$ cat src/rtl/fpu_cmd_driver.sv
// Host-side sequencer for the half-precision FPU load port: accepts one request, plays
// the A/B/opcode words, waits for completion (or timeout) and holds a status response.
module fpu_cmd_driver #(
  parameter int unsigned TIMEOUT = 255,
  parameter int unsigned CNT_W   = 8
) (
  input  logic             clk,
  input  logic             rst,
  input  logic             req_valid,
  output logic             req_ready,
  input  logic [15:0]      req_a,
  input  logic [15:0]      req_b,
  input  logic [1:0]       req_op,
  output logic             fpu_start,
  output logic [15:0]      fpu_data,
  input  logic             fpu_ready,
  input  logic             fpu_error,
  output logic             rsp_valid,
  input  logic             rsp_ack,
  output logic             rsp_error,
  output logic             rsp_timeout,
  output logic [CNT_W-1:0] rsp_cycles
);

  typedef enum logic [2:0] {
    StIdle, StSendA, StSendB, StSendOp, StWait, StResp
  } state_e;

  localparam logic [CNT_W-1:0] TimeoutVal = CNT_W'(TIMEOUT);

  state_e           state_q, state_d;
  logic [15:0]      a_q, a_d, b_q, b_d;
  logic [1:0]       op_q, op_d;
  logic [CNT_W-1:0] cnt_q, cnt_d;
  logic             rsp_error_q, rsp_error_d;
  logic             rsp_timeout_q, rsp_timeout_d;
  logic [CNT_W-1:0] rsp_cycles_q, rsp_cycles_d;
  logic             done;

  assign done = fpu_ready | fpu_error;

  always_ff @(posedge clk or negedge rst) begin
    if (!rst) begin
      state_q       <= StIdle;
      a_q           <= '0;
      b_q           <= '0;
      op_q          <= '0;
      cnt_q         <= '0;
      rsp_error_q   <= 1'b0;
      rsp_timeout_q <= 1'b0;
      rsp_cycles_q  <= '0;
    end else begin
      state_q       <= state_d;
      a_q           <= a_d;
      b_q           <= b_d;
      op_q          <= op_d;
      cnt_q         <= cnt_d;
      rsp_error_q   <= rsp_error_d;
      rsp_timeout_q <= rsp_timeout_d;
      rsp_cycles_q  <= rsp_cycles_d;
    end
  end

  always_comb begin
    state_d       = state_q;
    a_d           = a_q;
    b_d           = b_q;
    op_d          = op_q;
    cnt_d         = cnt_q;
    rsp_error_d   = rsp_error_q;
    rsp_timeout_d = rsp_timeout_q;
    rsp_cycles_d  = rsp_cycles_q;
    unique case (state_q)
      StIdle: begin
        if (req_valid) begin
          a_d     = req_a;
          b_d     = req_b;
          op_d    = req_op;
          state_d = StSendA;
        end
      end
      StSendA:  state_d = StSendB;
      StSendB:  state_d = StSendOp;
      StSendOp: begin
        cnt_d   = '0;
        state_d = StWait;
      end
      StWait: begin
        // Completion takes priority over a coincident timeout.
        if (done) begin
          rsp_cycles_d  = cnt_q;
          rsp_error_d   = fpu_error;
          rsp_timeout_d = 1'b0;
          state_d       = StResp;
        end else if (cnt_q == TimeoutVal) begin
          rsp_cycles_d  = TimeoutVal;
          rsp_error_d   = 1'b0;
          rsp_timeout_d = 1'b1;
          state_d       = StResp;
        end else begin
          cnt_d = cnt_q + 1'b1;
        end
      end
      StResp: begin
        if (rsp_ack) state_d = StIdle;
      end
      default: state_d = StIdle;
    endcase
  end

  always_comb begin
    req_ready = 1'b0;
    fpu_start = 1'b0;
    fpu_data  = '0;
    rsp_valid = 1'b0;
    unique case (state_q)
      StIdle:  req_ready = 1'b1;
      StSendA: begin
        fpu_start = 1'b1;
        fpu_data  = a_q;
      end
      StSendB:  fpu_data = b_q;
      StSendOp: fpu_data = {14'b0, op_q};
      StWait:   ;
      StResp:   rsp_valid = 1'b1;
      default:  ;
    endcase
  end

  assign rsp_error   = rsp_error_q;
  assign rsp_timeout = rsp_timeout_q;
  assign rsp_cycles  = rsp_cycles_q;

endmodule

$ cat config.mk
export PLATFORM = sky130hd
export DESIGN_NAME = fpu_cmd_driver
export DESIGN_NICKNAME = d
export VERILOG_FILES = /design/src/rtl/fpu_cmd_driver.sv
export SDC_FILE = /design/constraint.sdc
export NUM_CORES = 1
export LEC_CHECK = 0
export BUFFER_PORTS_ARGS = -buffer_cell sky130_fd_sc_hd__buf_2
export CELL_PAD_IN_SITES_DETAIL_PLACEMENT = 0
export CELL_PAD_IN_SITES_GLOBAL_PLACEMENT = 1
export CORE_ASPECT_RATIO = 0.75
export CORE_MARGIN = 2
export CORE_UTILIZATION = 39
export DETAILED_ROUTE_END_ITERATION = 8
export PLACE_DENSITY_LB_ADDON = 0.1
export SLEW_MARGIN = 10
export SYNTH_ARGS = -nofsm -noshare
export SYNTH_HDL_FRONTEND = slang
export SYNTH_SLANG_ARGS = --single-unit
$ cat constraint.sdc
create_clock -name clk -period 5 [get_ports clk]
set_clock_uncertainty 0.05 [all_clocks]
set_input_delay 0.75 -clock clk [delete_from_list [all_inputs] [get_ports clk]]
set_output_delay 0.75 -clock clk [all_outputs]
set_load 0.02 [all_outputs]
==> out/metrics.yaml <==
status: "finished clean"
vias: 1804
dpl-instance-area_mm2: 0.002882
grt_max_degree: 56
holdBufCountCts: 0
timing.rr.start: "state_q[2]$_DFFE_PN0P_"
synth_ff_type: "dfrtp_1"
rr_worst_depth: 3
coreArea_mm2: 0.006256
dieArea_mm2: 0.007066
tns_ns: 0
hold_path_class: "reg -> reg"
htreeDepth: 2
setup_viol: 0
grt_pass1_vias: 1725
layout_commonest_cell: "buf_2"
required_ns: 4.20
clock_sinks: 55
relSlewSlack_pct: 45.73
netlist_instances: 205
avgSynthCellArea_um2: 12.18
fillers: 600
synthDistinctLibCells: 38
grt_pass1_wl_mm: 8.742
post-cts-setup-buffer-count: 0
synth-seq-cells: 55
antenna_found_initial: 0
worstSetupEndpoint: "fpu_data[4]"
drive_above_1_share_pct: 34.32
die_h_um: 73.30
path_class: "reg -> out"
cts_resized: 0
final_area_mm2: 0.002999
layout_common_cells: "68 x buf_2, 55 x dfrtp_1, 29 x mux2_1"
period_minus_slack_ns: 2.593
critPathCaptureType: "output pin"
worst_pin_slew_ns: 0.8141
rsz0062_at_grt: "no"
nets: 311
post_drt_wl_per_cell_um: 15.48
worstSetupStartpoint: "state_q[0]$_DFFE_PN0P_"
power_density_mw_per_mm2: 622.4
report.final.slew_viol_count: 0
vdd_ir_drop_max_mv: 0.2244
track_usage_pct: 16.39
cp_max_fo: 15
detail-route-antenna-nets: 0
r2r_end: "rsp_error$_DFFE_PN0P_"
dpl.hpwl_mm: 3.782
top_usage_layer: "met1"
drtPass1Iterations: 4
crit_arrival_ns: 1.79
drv_cap: 0
start_util_pct: 39.92
antenna_cells: 0
path_clk_slew_ns: 0.10
gr-usage-met3_pct: 3.897
start_kind: "flip-flop"
vias_per_cell: 5.125
rrSetupSlack_ns: 2.74
fmax_mhz: 385.6
drc: 0
place_congestion: 0.8339
synth_async_sr_flop_share_pct: 100.0
drt_iter0_drc: 58
synthesis.area_mm2: 0.002497
period_share_pct: 51.87
cts_tree: "built"
max-clock-path-buffers: 2
syn_nets: 246
clk_latency_ns: 0.31
rows: 25
root_buffer: "clkbuf_8"
die_w_um: 96.40
hold_viol_final: 0
cts_buffers: 5
yosysSeqAreaShare_pct: 55.11
met1_usage_pct: 26.74
numPortBuffers: 68
synthToLayoutAreaGrowth_pct: 20.09
use_met2_pct: 20.52
grt_overflow: 0
ioPinCount: 69
wl_mm: 5.448
synth_edf_count: 0
yosysWarnings: 0
power_leakage_uw: 0.001433
==> worst min path at each step <==
stage                              start                   endpoint  depth (start not counted)
5_1_grt               a_q[0]$_DFFE_PN0P_         a_q[0]$_DFFE_PN0P_                          1
3_5_place_dp   rsp_cycles[4]$_DFFE_PN0P_  rsp_cycles[4]$_DFFE_PN0P_                          1
6_report       rsp_cycles[3]$_DFFE_PN0P_  rsp_cycles[3]$_DFFE_PN0P_                          1
4_1_cts        rsp_cycles[4]$_DFFE_PN0P_  rsp_cycles[4]$_DFFE_PN0P_                          1
3_3_place_gp         b_q[14]$_DFFE_PN0P_        b_q[14]$_DFFE_PN0P_                          1
2_1_floorplan                        rst         a_q[0]$_DFFE_PN0P_                          0
==> registers in the layout (all words and copies together) (netlist names) <==
register / count
op_q: 2
state_q: 3
rsp_cycles: 8
b_q: 16
cnt_q: 8
a_q: 16
rsp_error: 1
rsp_timeout: 1
==> cells in the mapped netlist (2+ instances only) <==
cell      number  area (µm²)
and2_1         3       18.77
buf_2          6       30.03
nand4_1        2       12.51
dfrtp_1       55        1376
nand2_1        7       26.28
nor2b_1        3       18.77
buf_6          3       33.78
clkbuf_1       3       11.26
a21oi_1        7       35.03
mux2_2         8       90.09
a31oi_1        3       18.77
mux2_1        29       326.6
nor2_1        23       86.33
o21a_1         2       15.01
o21ai_0        3       15.01
nand3_1        2       10.01
and3_1         4       25.02
o22a_1         7       61.31
a22oi_1       16       120.1
==> worst max-delay path, cell delays in order, from the launching register on <==
cell and delay (ns):
dfrtp_1 0.55, nor2b_1 0.27, buf_4 0.26, a22oi_1 0.09
nor2_1 0.12, buf_2 0.19
==> area by class of cell <==
cell class | instances | area (µm²) | share of cell area, %
Multi-Input combinational cell | 135 | 1030 | 34.33
Tap cell | 81 | 101.3 | 3.379
Sequential cell | 55 | 1376 | 45.89
Clock buffer | 6 | 82.58 | 2.753
Inverter | 1 | 3.754 | 0.1252
Timing Repair Buffer | 72 | 370.4 | 12.35
Clock inverter | 2 | 35.03 | 1.168
==> layer usage <==
metal / vias to the layer above / part of all wire [%]
li1: 874 / -
met1: 873 / 53
met2: 47 / 40
met3: 10 / 5.4
met4: 0 / 1.7
met5: - / 0
==> power by group <==
part | internal, µW | switching [µW]
clock network | 162 | 143
registers | 643 | 140
logic | 345 | 434
total | 1150 | 717
==> cell families after synthesis <==
group / synth area share (%)
AO/OA/AOI/OAI: 13.88
adder cells (fa/ha/maj): 0.5009
buffers and inverters: 3.657
AND/OR/NAND/NOR: 9.770
multiplexers: 17.08
flip-flops: 55.11
==> stage by stage <==
step                setup slack [ns]  instances  power (µW)  utilization [%]  hold WS (ns)
floorplan                      2.772        205        1344                -        0.4022
detailed placement             2.720        344        1580            46.06        0.4234
finish                         2.407        352        1867            47.94        0.4438
CTS                            2.375        352        1889            47.94        0.4463
global route                   2.236        352        2000            47.94        0.4570
global placement               2.704        344        1568            46.06        0.4184
Power figures use the tool's default switching activity.
